**src/rtl/risc_pkg.sv**
```systemverilog
// Shared RISC definitions: control FSM states, opcodes and ALU function codes.
// Used by the control FSM, its opcode decoder and the ALU.
package risc_pkg;

  localparam int ALUW = 4;

  typedef enum logic [2:0] {
    ST_FETCH   = 3'd0,
    ST_DECODE  = 3'd1,
    ST_EXECUTE = 3'd2,
    ST_MEM     = 3'd3,
    ST_WB      = 3'd4,
    ST_HALT    = 3'd5
  } ctrl_state_t;

  localparam logic [3:0] OP_ADD   = 4'h0;
  localparam logic [3:0] OP_SUB   = 4'h1;
  localparam logic [3:0] OP_NOT   = 4'h2;
  localparam logic [3:0] OP_SHL   = 4'h3;
  localparam logic [3:0] OP_SHR   = 4'h4;
  localparam logic [3:0] OP_AND   = 4'h5;
  localparam logic [3:0] OP_OR    = 4'h6;
  localparam logic [3:0] OP_INC   = 4'h7;
  localparam logic [3:0] OP_DEC   = 4'h8;
  localparam logic [3:0] OP_LOAD  = 4'h9;
  localparam logic [3:0] OP_STORE = 4'hA;
  localparam logic [3:0] OP_BEQ   = 4'hB;
  localparam logic [3:0] OP_BNE   = 4'hC;
  localparam logic [3:0] OP_JMP   = 4'hD;
  localparam logic [3:0] OP_NOP   = 4'hE;
  localparam logic [3:0] OP_HALT  = 4'hF;

  localparam logic [ALUW-1:0] ALU_ADD = 4'h0;
  localparam logic [ALUW-1:0] ALU_SUB = 4'h1;
  localparam logic [ALUW-1:0] ALU_NOT = 4'h2;
  localparam logic [ALUW-1:0] ALU_SHL = 4'h3;
  localparam logic [ALUW-1:0] ALU_SHR = 4'h4;
  localparam logic [ALUW-1:0] ALU_AND = 4'h5;
  localparam logic [ALUW-1:0] ALU_OR  = 4'h6;
  localparam logic [ALUW-1:0] ALU_INC = 4'h7;
  localparam logic [ALUW-1:0] ALU_DEC = 4'h8;

endpackage

```
**src/rtl/risc_ctrl_fsm_if.sv**
```systemverilog
// Control-unit bus: memory handshake, instruction/zero inputs and datapath enables.
// instr_count exists only when RISC_INSTR_COUNT_EN is defined.
interface risc_ctrl_fsm_if;
  import risc_pkg::*;

  logic [15:0]     instr;
  logic            zero;
  logic            mem_ready;
  logic            mem_read;
  logic            mem_write;
  logic            ir_write;
  logic            pc_write;
  logic            pc_src;
  logic            reg_write;
  logic            wb_sel;
  logic [ALUW-1:0] alu_control;
  logic            halted;
`ifdef RISC_INSTR_COUNT_EN
  logic [15:0]     instr_count;

  modport master (
    input  instr, zero, mem_ready,
    output mem_read, mem_write, ir_write, pc_write, pc_src,
           reg_write, wb_sel, alu_control, halted, instr_count
  );

  modport slave (
    output instr, zero, mem_ready,
    input  mem_read, mem_write, ir_write, pc_write, pc_src,
           reg_write, wb_sel, alu_control, halted, instr_count
  );
`else
  modport master (
    input  instr, zero, mem_ready,
    output mem_read, mem_write, ir_write, pc_write, pc_src,
           reg_write, wb_sel, alu_control, halted
  );

  modport slave (
    output instr, zero, mem_ready,
    input  mem_read, mem_write, ir_write, pc_write, pc_src,
           reg_write, wb_sel, alu_control, halted
  );
`endif

endinterface

```
**src/rtl/risc_op_decode.sv**
```systemverilog
// Combinational opcode decoder: held opcode to ALU function and instruction class.
module risc_op_decode
  import risc_pkg::*;
#(
  parameter int OPW = 4
) (
  input  logic [OPW-1:0]  opcode,
  output logic [ALUW-1:0] alu_control,
  output logic            is_alu,
  output logic            is_load,
  output logic            is_store,
  output logic            is_branch,
  output logic            is_jmp
);

  always_comb begin
    alu_control = ALU_ADD;
    is_alu      = 1'b0;
    is_load     = 1'b0;
    is_store    = 1'b0;
    is_branch   = 1'b0;
    is_jmp      = 1'b0;
    case (opcode)
      OP_ADD, OP_SUB, OP_NOT, OP_SHL, OP_SHR,
      OP_AND, OP_OR, OP_INC, OP_DEC: begin
        alu_control = opcode;
        is_alu      = 1'b1;
      end
      OP_LOAD:  is_load  = 1'b1;
      OP_STORE: is_store = 1'b1;
      OP_BEQ, OP_BNE: begin
        alu_control = ALU_SUB;
        is_branch   = 1'b1;
      end
      OP_JMP:   is_jmp   = 1'b1;
      default: ;
    endcase
  end

endmodule

```
**src/rtl/risc_ctrl_fsm.sv**
```systemverilog
// Multi-cycle control FSM for the 16-bit RISC core (fetch/decode/execute/mem/wb/halt).
// Optional retired-instruction counter enabled by RISC_INSTR_COUNT_EN.
module risc_ctrl_fsm
  import risc_pkg::*;
#(
  parameter int OPW = 4
) (
  input  logic            clk,
  input  logic            rst,
  risc_ctrl_fsm_if.master bus
);

  ctrl_state_t     state_q, state_d;
  logic [OPW-1:0]  op_q, op_d;

  logic [ALUW-1:0] dec_alu;
  logic            is_alu, is_load, is_store, is_branch, is_jmp;
  logic            br_taken;
  logic            unused_instr_bits;

  risc_op_decode #(.OPW(OPW)) u_dec (
    .opcode      (op_q),
    .alu_control (dec_alu),
    .is_alu      (is_alu),
    .is_load     (is_load),
    .is_store    (is_store),
    .is_branch   (is_branch),
    .is_jmp      (is_jmp)
  );

  assign unused_instr_bits = ^bus.instr[15-OPW:0];

  assign br_taken = is_jmp |
                    (is_branch & ((op_q == OP_BEQ) ? bus.zero : ~bus.zero));

  always_comb begin
    state_d = state_q;
    op_d    = op_q;
    case (state_q)
      ST_FETCH: if (bus.mem_ready) begin
        state_d = ST_DECODE;
        op_d    = bus.instr[15 -: OPW];
      end
      ST_DECODE: begin
        if (op_q == OP_HALT)     state_d = ST_HALT;
        else if (op_q == OP_NOP) state_d = ST_FETCH;
        else                     state_d = ST_EXECUTE;
      end
      ST_EXECUTE: begin
        if (is_alu)                    state_d = ST_WB;
        else if (is_load || is_store)  state_d = ST_MEM;
        else                           state_d = ST_FETCH;
      end
      ST_MEM: if (bus.mem_ready) state_d = is_load ? ST_WB : ST_FETCH;
      ST_WB:   state_d = ST_FETCH;
      ST_HALT: state_d = ST_HALT;
      default: state_d = ST_FETCH;
    endcase
  end

  // Outputs are forced low while rst is high so the reset cycle is quiet
  // even before the state register has been initialised.
  logic            mem_read, mem_write, ir_write, pc_write, pc_src;
  logic            reg_write, wb_sel, halted;
  logic [ALUW-1:0] alu_control;

  always_comb begin
    mem_read    = 1'b0;
    mem_write   = 1'b0;
    ir_write    = 1'b0;
    pc_write    = 1'b0;
    pc_src      = 1'b0;
    reg_write   = 1'b0;
    wb_sel      = 1'b0;
    halted      = 1'b0;
    alu_control = ALU_ADD;
    if (!rst) begin
      case (state_q)
        ST_FETCH: begin
          mem_read = 1'b1;
          ir_write = bus.mem_ready;
          pc_write = bus.mem_ready;
        end
        ST_EXECUTE: begin
          alu_control = dec_alu;
          pc_write    = br_taken;
          pc_src      = br_taken;
        end
        ST_MEM: begin
          mem_read  = is_load;
          mem_write = is_store;
        end
        ST_WB: begin
          reg_write = 1'b1;
          wb_sel    = is_load;
        end
        ST_HALT: halted = 1'b1;
        default: ;
      endcase
    end
  end

  assign bus.mem_read    = mem_read;
  assign bus.mem_write   = mem_write;
  assign bus.ir_write    = ir_write;
  assign bus.pc_write    = pc_write;
  assign bus.pc_src      = pc_src;
  assign bus.reg_write   = reg_write;
  assign bus.wb_sel      = wb_sel;
  assign bus.halted      = halted;
  assign bus.alu_control = alu_control;

  always_ff @(posedge clk) begin
    if (rst) begin
      state_q <= ST_FETCH;
      op_q    <= OP_NOP;
    end else begin
      assert (!$isunknown({state_q, op_q}));
      state_q <= state_d;
      op_q    <= op_d;
    end
  end

`ifdef RISC_INSTR_COUNT_EN
  logic        retire;
  logic [15:0] cnt_q, cnt_d;

  assign retire = ((state_q == ST_DECODE)  && (op_q == OP_NOP)) ||
                  ((state_q == ST_EXECUTE) && (is_branch || is_jmp)) ||
                  ((state_q == ST_MEM)     && is_store && bus.mem_ready) ||
                  (state_q == ST_WB);

  assign cnt_d = retire ? cnt_q + 16'd1 : cnt_q;

  always_ff @(posedge clk) begin
    if (rst) cnt_q <= '0;
    else     cnt_q <= cnt_d;
  end

  assign bus.instr_count = cnt_q;
`else
  // Counter absent: retirement is not tracked.
`endif

endmodule
```
**src/flat_wrapper.sv**
```systemverilog
// flat-port wrapper written by rule: the top's interface ports become plain ports
module risc_ctrl_fsm_flat import risc_pkg::*;
#(
  parameter int OPW = 4
)
  (clk, rst, bus_instr, bus_zero, bus_mem_ready, bus_mem_read, bus_mem_write, bus_ir_write, bus_pc_write, bus_pc_src, bus_reg_write, bus_wb_sel, bus_alu_control, bus_halted);
  risc_ctrl_fsm_if bus_i ();
  input  logic clk;
  input  logic rst;
  input wire logic [$bits(bus_i.instr)-1:0] bus_instr;
  input wire logic [$bits(bus_i.zero)-1:0] bus_zero;
  input wire logic [$bits(bus_i.mem_ready)-1:0] bus_mem_ready;
  output wire logic [$bits(bus_i.mem_read)-1:0] bus_mem_read;
  output wire logic [$bits(bus_i.mem_write)-1:0] bus_mem_write;
  output wire logic [$bits(bus_i.ir_write)-1:0] bus_ir_write;
  output wire logic [$bits(bus_i.pc_write)-1:0] bus_pc_write;
  output wire logic [$bits(bus_i.pc_src)-1:0] bus_pc_src;
  output wire logic [$bits(bus_i.reg_write)-1:0] bus_reg_write;
  output wire logic [$bits(bus_i.wb_sel)-1:0] bus_wb_sel;
  output wire logic [$bits(bus_i.alu_control)-1:0] bus_alu_control;
  output wire logic [$bits(bus_i.halted)-1:0] bus_halted;
  assign bus_i.instr = bus_instr;
  assign bus_i.zero = bus_zero;
  assign bus_i.mem_ready = bus_mem_ready;
  assign bus_mem_read = bus_i.mem_read;
  assign bus_mem_write = bus_i.mem_write;
  assign bus_ir_write = bus_i.ir_write;
  assign bus_pc_write = bus_i.pc_write;
  assign bus_pc_src = bus_i.pc_src;
  assign bus_reg_write = bus_i.reg_write;
  assign bus_wb_sel = bus_i.wb_sel;
  assign bus_alu_control = bus_i.alu_control;
  assign bus_halted = bus_i.halted;
  risc_ctrl_fsm #(.OPW(OPW)) u_core (.clk(clk), .rst(rst), .bus(bus_i));
endmodule
```
**config.mk**
```make
export PLATFORM = sky130hd
export DESIGN_NAME = risc_ctrl_fsm_flat
export DESIGN_NICKNAME = d
export VERILOG_FILES = /design/src/rtl/risc_pkg.sv /design/src/rtl/risc_ctrl_fsm_if.sv /design/src/rtl/risc_op_decode.sv /design/src/rtl/risc_ctrl_fsm.sv /design/src/flat_wrapper.sv
export SDC_FILE = /design/constraint.sdc
export NUM_CORES = 1
export LEC_CHECK = 0
export CELL_PAD_IN_SITES_DETAIL_PLACEMENT = 0
export CELL_PAD_IN_SITES_GLOBAL_PLACEMENT = 1
export CORE_ASPECT_RATIO = 0.75
export CORE_MARGIN = 1
export CORE_UTILIZATION = 29
export DETAILED_ROUTE_END_ITERATION = 8
export PLACE_DENSITY = 0.87
export SYNTH_ARGS = -nofsm -noshare
export SYNTH_HDL_FRONTEND = slang
export SYNTH_SLANG_ARGS = --single-unit
```
**constraint.sdc**
```tcl
create_clock -name clk -period 1.6 [get_ports clk]
set_input_delay 0.16 -clock clk [delete_from_list [all_inputs] [get_ports clk]]
set_output_delay 0.16 -clock clk [all_outputs]
set_load 0.03 [all_outputs]
```
==> results by group, run 1 <==
Synthesis
  • Most common flop cell mapped by yosys: dfxtp_1
  • Register area share after synthesis: roughly a fifth
  • Area of the mapped netlist: about 700 um2
  • Number of nets in the synthesized netlist: 96
  • Number of flops mapped to enable cells by yosys: 0
  • Distinct cell type count after synthesis: 46
  • Post-Syn Area per Cell: a little over 9 um2
  • YS warnings: 0
  • Number of cells produced by synthesis: 76
  • Count of state elements after synthesis: 7
  • Share of flip-flops with an asynchronous set or reset: 0%

Worst setup path
  • Depth of the worst register-to-register path: 6
  • Critical Setup Path Class: flop to output port
  • Crit path launch type: flop
  • Highest net fanout along the worst path: 5
  • Endpoint type of the worst setup path: output port
  • Capture instance of the worst register-to-register path: u_core.state_q[2]
  • Endpoint arrival time on the critical path: approximately 1600 ps
  • CP Data Required Time: approximately 1400 ps
  • Register-to-register setup slack: ~200 ps
  • Worst R2R Start: u_core.op_q[1]
  • Timing startpoint of the critical path: u_core.op_q[2]

Placed design
  • Cell count after placement: around 140
  • Setup slack after placement: -526.2 ps
  • RePlAce Congestion: 0.8861
  • Detailed-placement wirelength estimate: approximately 1300 um
  • Number of I/O port buffers: 19

Die
  • Boundary Pins: 32
  • Vert. Die Dim: about 45 um
  • Initial cell density of the core: between 30% and 40%
  • Chip Width: 58.81 um
  • Core outline area: about 0.0023 mm2
  • Standard-cell row count: 15
  • DIE AREA: 0.002623 mm2

Timing
  • Worst-case headroom to the max-slew limit: roughly 85%
  • Maximum clock skew at final layout: between 6 and 7 ps
  • Transition time of the tightest slew-check pin: ~220 ps
  • Shortest period the worst path allows: around 1700 ps
  • Number of failing setup endpoints in the final timing report: 8
  • Portion of the clock cycle consumed by the worst path in the final layout: 106.8%
  • Max Fclk: approximately 0.59 GHz
  • Max-slew violation total from the final report: 0
  • Unrepaired setup endpoints after global routing: true
  • Post-route worst setup slack: -108.4 ps
  • Hold Vio Cnt, Final: 0

Global route
  • Global routing usage summed across all routing layers: between 10% and 20%
  • First-pass GRT wire length: 3015 um
  • Largest net degree at the start of global routing: 11
  • Via count of the first global-routing pass: about 660
  • Initial antenna violation count: 0
  • Congestion Overflow GR: 0

Cells and area
  • Fill cell instance count of the final layout: 212
  • Commonest cells after routing, fill and taps aside: buf_4 (27), clkdlybuf4s50_1 (6), buf_6 (5)
  • Most common library cell in the layout ignoring fill and taps: buf_4
  • Fraction of layout instances using a drive strength above 1: between 50% and 60%
  • Diode insertion count for antenna repair: 0
  • Area growth syn-to-layout: 64.35%
  • Final Instance Count excl. Fillers: between 100 and 150
  • Final nets: between 100 and 150

Routing
  • Routed length per instance: 13.18 um
  • TritonRoute pass-1 iters: 4
  • DR iter-0 viols: 19
  • Number of nets with antenna violations after routing: 0
  • Total number of vias: roughly 740
  • Final WL: 1951 um
  • Post-detailed-route DRC marker count: 0
  • Vias per std cell: 4.980

Clock network
  • Cts bufs inserted: 3
  • Hold buffers post-CTS: 0
  • Number of H-tree levels: 1
  • Clock latency at the later pin of the worst-skew pair: ~270 ps
  • Buffer cell driving the clock tree root: clkbuf_4
  • Total number of clock tree sinks: 7
  • Clock tree from TritonCTS: done
  • CTS clock-pin slew for the worst setup and hold paths: ~60 ps
  • Buffers from clock root to sink, at most: 2

Hold path
  • Hold Path Cell Cnt: 3
  • Kind of path behind the tightest hold check: input pin to flop
  • End point of the worst hold path: u_core.state_q[1]
  • Min-Delay Startpoint: rst

Pwr
  • PwrDens: a little over 600 mW/mm2
  • Worst IR Drop VDD: about 0.41 mV
  • Static Leakage: 0.4652 nW

Run status
  • Run status: finished with violations
  • Violations in the final reports: negative setup slack

Flow run
  • Max capacitance violation total: 0
-- flip-flops by register name, indices dropped and copies added, names as in the netlist --
name,cells
u_core.state_q,3
u_core.op_q,4
-- worst max-delay path by stage --
stage                        end  depth (start not counted)
floorplan             bus_wb_sel                          3
global placement    bus_pc_write                          6
detailed placement  bus_pc_write                          6
CTS                 bus_mem_read                          6
global route        bus_mem_read                          6
finish              bus_mem_read                          6
-- power breakdown --
group          total (mW)  switching [mW]  leakage (nW)  internal (mW)
sequential          0.210          0.0181        0.0586          0.191
combinational       0.328           0.168         0.392          0.160
clock               0.174          0.0784        0.0150         0.0960
-- per-stage QoR --
step / hold slack, ps / setup TNS [ps] / total power [mW] / cell area, um2 / util (%)
2_1_floorplan: 257.7 / -95.31 / 0.4077 / 721.9 / -
3_3_place_gp: 679.1 / -770.6 / 0.4793 / 965.9 / 42.19
3_5_place_dp: 684.9 / -782.2 / 0.4870 / 965.9 / 42.19
4_1_cts: 516.1 / -510.6 / 0.6890 / 1105 / 48.25
5_1_grt: 542.4 / -862.8 / 0.7487 / 1154 / 50.38
6_report: 504.2 / -435.5 / 0.7122 / 1154 / 50.38
-- cells in the mapped netlist (2+ instances only) --
| cell | number | area [um2] |
|---|---|---|
| a211o_1 | 3 | 26.28 |
| a21oi_1 | 2 | 10.01 |
| and3_1 | 3 | 18.77 |
| buf_2 | 2 | 10.01 |
| buf_6 | 4 | 45.04 |
| dfxtp_1 | 7 | 140.1 |
| nand2_1 | 2 | 7.510 |
| nand2b_4 | 2 | 27.53 |
| nor2_1 | 7 | 26.28 |
| nor3_1 | 2 | 10.01 |
| nor3b_1 | 2 | 15.01 |
| nor4_2 | 2 | 25.02 |
| nor4_4 | 2 | 42.54 |
| o21bai_1 | 2 | 15.01 |
| or2_1 | 2 | 12.51 |
| or3_4 | 2 | 22.52 |
-- layer usage --
layer  global-route usage [%]  vias to the layer above  part of all wire [%]
li1                         -                      360                     -
met2                    23.64                       26                    48
met4                    3.810                        0                   2.5
met5                        0                        -                     0
met3                    5.556                        6                   7.7
met1                    20.00                      345                    42
-- what timing repair did --
| item | CTS | global route |
|---|---|---|
| setup endpoints to repair | 9 | 10 |
| pin swaps | 9 | 3 |
| setup buffers | 8 | 1 |
| gates resized for setup | 28 | 6 |
-- kinds of logic (layout without fill, tap and decap cells) --
logic type	count (synthesis)	after routing	share of synthesized area (%)
AO/OA/AOI/OAI	18	18	20.14
flip-flops	7	7	19.96
buffers and inverters	10	48	10.52
multiplexers	1	1	1.426
AND/OR/NAND/NOR	39	39	45.63
XOR/XNOR	1	1	2.318
-- area by class of cell --
type / count / area (um2) / share of cell area (%)
inverters: 2 / 7.507 / 0.6508
clock buffers: 4 / 26.28 / 2.278
repair buffers: 42 / 377.9 / 32.75
well taps: 34 / 42.54 / 3.688
multi-input cells: 59 / 550.5 / 47.72
flip-flops and latches: 7 / 148.9 / 12.91
-- worst max-delay path: stages (launching register included) --
cell,delay (ps)
dfxtp_2,320
buf_6,110
buf_8,110
and4bb_1,270
nand3_1,90
a211oi_2,180
buf_4,190
Note: power is estimated with default switching activity, not from simulation.
==> inputs of run 2 (changes only) <==
--- a/config.mk
+++ b/config.mk
@@ -5,13 +5,15 @@
 export SDC_FILE = /design/constraint.sdc
 export NUM_CORES = 1
 export LEC_CHECK = 0
+export ABC_AREA = 1
 export CELL_PAD_IN_SITES_DETAIL_PLACEMENT = 0
 export CELL_PAD_IN_SITES_GLOBAL_PLACEMENT = 1
 export CORE_ASPECT_RATIO = 0.75
 export CORE_MARGIN = 1
-export CORE_UTILIZATION = 29
+export CORE_UTILIZATION = 23
 export DETAILED_ROUTE_END_ITERATION = 8
 export PLACE_DENSITY = 0.87
+export RECOVER_POWER = 100
 export SYNTH_ARGS = -nofsm -noshare
 export SYNTH_HDL_FRONTEND = slang
 export SYNTH_SLANG_ARGS = --single-unit
==> run 2 against run 1 <==
The flow finishes with violations (design-rule violations). Utilization decreased by 11 points. Total power decreased by 13%. Synthesized area decreased by 23%. Sequential share of layout area increased by 5.2 points. Sequential cell count unchanged. Fmax increased by 14%. Critical endpoint unchanged. Largest cell class unchanged.
==> results by group, run 2 <==
Worst setup path
  • Highest net fanout along the worst path: 5
  • Critical Setup Path Class: flop to output port
  • Worst R2R Start: u_core.state_q[2]
  • Slowest stage cell, crit path: dfxtp_1
  • Endpoint arrival time on the critical path: around 1300 ps
  • Register-to-register setup slack: 480 ps
  • Endpoint type of the worst setup path: output port
  • Capture instance of the worst register-to-register path: u_core.op_q[1]
  • Depth of the worst register-to-register path: 7
  • Crit path launch type: flop
  • Crit-path cells: inv_2, nor2_2, nand3_1, a21oi_1, buf_4
  • Crit-path max cell delay: approximately 400 ps
  • CP Data Required Time: between 1000 and 1500 ps

Die
  • Boundary Pins: 32
  • DIE AREA: about 0.0025 mm2
  • Vert. Die Dim: about 44 um
  • Initial cell density of the core: 25.60%
  • Chip Width: slightly below 60 um
  • Core outline area: ~0.0021 mm2
  • Standard-cell row count: 14

Timing
  • Maximum clock skew at final layout: about 0.65 ps
  • Max-slew violation total from the final report: 0
  • Post-route worst setup slack: a little under 100 ps
  • Hold Vio Cnt, Final: 0
  • Worst-case headroom to the max-slew limit: about 86%
  • Max Fclk: ~0.67 GHz
  • Shortest period the worst path allows: 1501 ps
  • Unrepaired setup endpoints after global routing: true
  • Hold Slack: slightly below 500 ps
  • Number of failing setup endpoints in the final timing report: 0
  • Transition time of the tightest slew-check pin: approximately 210 ps
  • Portion of the clock cycle consumed by the worst path in the final layout: 93.82%

Synthesis
  • Number of flops mapped to enable cells by yosys: 0
  • Share of flip-flops with an asynchronous set or reset: 0%
  • Post-Syn Area per Cell: slightly below 6 um2
  • Count of state elements after synthesis: 7
  • Distinct cell type count after synthesis: 21
  • Most common flop cell mapped by yosys: dfxtp_1
  • Register area share after synthesis: roughly a quarter
  • Area leader, netlist: dfxtp_1
  • Leading post-synthesis cells by cell area: dfxtp_1 (26%), nand2_1 (18%), inv_1 (7.0%)
  • YS warnings: 0
  • Area of the mapped netlist: approximately 540 um2
  • Number of cells produced by synthesis: 91
  • Leading cell types by count after synthesis: nand2_1 (26), inv_1 (10)
  • Number of nets in the synthesized netlist: 111
  • Post-synth top area share: a little over a quarter
  • Most frequent cell after synthesis: nand2_1

Clock network
  • Clock tree from TritonCTS: done
  • CTS clock-pin slew for the worst setup and hold paths: approximately 50 ps
  • Total number of clock tree sinks: 7
  • Buffer cell driving the clock tree root: clkbuf_4
  • Cts bufs inserted: 3
  • Number of H-tree levels: 1
  • Clock latency at the later pin of the worst-skew pair: approximately 250 ps
  • Buffers from clock root to sink, at most: 2

Cells and area
  • Largest registers: u_core.op_q x4, u_core.state_q x3
  • Final nets: between 100 and 150
  • Max FFs per register: 4
  • Layout Cell Area excl Fill: between 800 and 900 um2
  • Top register by number of flip-flops: u_core.op_q
  • Diode insertion count for antenna repair: 0
  • Area growth syn-to-layout: 53.72%
  • Fraction of layout instances using a drive strength above 1: between 30% and 40%
  • Final Instance Count excl. Fillers: about 140
  • Most common library cell in the layout ignoring fill and taps: nand2_1
  • Commonest cells after routing, fill and taps aside: nand2_1 (25), buf_4 (20), inv_1 (10)

Hold path
  • Min-Delay Startpoint: bus_instr[15]
  • Kind of path behind the tightest hold check: input pin to flop
  • End point of the worst hold path: u_core.op_q[3]
  • Hold Path Cell Cnt: 3

Pwr
  • Total design power: between 0.6 and 0.7 mW
  • Worst IR Drop VDD: approximately 0.25 mV
  • Static Leakage: 0.4324 nW
  • PwrDens: approximately 750 mW/mm2

Routing
  • Final WL: ~1400 um
  • Number of nets with antenna violations after routing: 0
  • Total number of vias: ~650
  • DR iter-0 viols: 17
  • Vias per std cell: ~4.5
  • Routed length per instance: approximately 9.9 um
  • TritonRoute pass-1 iters: 6
  • Post-detailed-route DRC marker count: 2

Global route
  • Global routing usage summed across all routing layers: between 10% and 20%
  • Largest net degree at the start of global routing: 9
  • Initial antenna violation count: 0
  • Via count of the first global-routing pass: 537
  • Congestion Overflow GR: 0
  • First-pass GRT wire length: between 2000 and 2500 um

Placed design
  • Cell count after placement: 135
  • Number of I/O port buffers: 19
  • Standard cell area after detailed placement: ~750 um2
  • RePlAce Congestion: about 0.8
  • Setup slack after placement: around 180 ps
  • Detailed-placement wirelength estimate: between 1000 and 1500 um

Run status
  • Run status: finished with violations
  • Violations in the final reports: design-rule violations

Flow run
  • Max capacitance violation total: 0
==> run 2: cell count changes after synthesis, sizes merged, moves of 4 or more <==
| cell | delta |
|---|---|
| buf | -6 |
| inv | +15 |
| nand2 | +25 |
| nand2b | -4 |
| nand3 | +6 |
==> run 2: critical path: cells and delay by family, from the launching register on <==
family | cells | cell delay [ps]
compound gates | 1 | 150
buf+inv | 2 | 270
flops | 1 | 400
simple gates | 2 | 270
==> run 2: stage by stage <==
stage                     setup TNS, ps  utilization, %
final                                 0           39.35
after global routing             -17.03           39.35
after global placement                0           35.71
after detailed placement              0           35.71
after CTS                             0           38.04
after floorplan                       0               -
==> run 2: timing repair <==
item,4_1_cts,5_1_grt
hold buffers,0,0
setup buffers,3,2
endpoints found under the hold margin,0,0
gates resized for setup,0,7
endpoints found under the setup margin,2,6
pin swaps,0,1
==> run 2: cell type report <==
cell class | count | area, um2
Multi-Input combinational cell | 65 | 336.6
Tap cell | 24 | 30.03
Timing Repair Buffer | 27 | 220.2
Sequential cell | 7 | 150.1
Fill cell | 236 | 1275
Clock buffer | 4 | 26.28
Inverter | 17 | 63.81
==> run 2: worst max-delay path by stage <==
stage                          to  depth (start not counted)              start
2_1_floorplan  bus_alu_control[1]                          5  u_core.state_q[2]
3_3_place_gp        bus_mem_write                          4                rst
3_5_place_dp        bus_mem_write                          4                rst
4_1_cts              bus_pc_write                          7     u_core.op_q[3]
5_1_grt              bus_pc_write                          7     u_core.op_q[3]
6_report             bus_mem_read                          5  u_core.state_q[0]
==> run 2: per-layer routing <==
| metal | track usage [%] | vias up | part of all wire (%) |
|---|---|---|---|
| met4 | 7.143 | 0 | 0.56 |
| met1 | 18.07 | 276 | 52 |
| met5 | 0 | - | 0 |
| met3 | 2.985 | 2 | 7.1 |
| met2 | 16.55 | 21 | 40 |
| li1 | - | 347 | - |
==> run 2: kinds of logic after synthesis <==
logic type,count (synthesis),synth area share (%)
AOI/OAI and AO/OA,12,13.25
and+or+nand+nor,53,46.51
buffers and inverters,19,14.19
DFF,7,26.05
==> run 2: power breakdown <==
group          switching [mW]  leakage (nW)  total (mW)  internal [mW]
Combinational           0.137         0.360       0.231         0.0941
Sequential             0.0285        0.0579       0.227          0.198
Clock                  0.0671        0.0150       0.162         0.0953
Total                   0.233         0.432       0.621          0.388
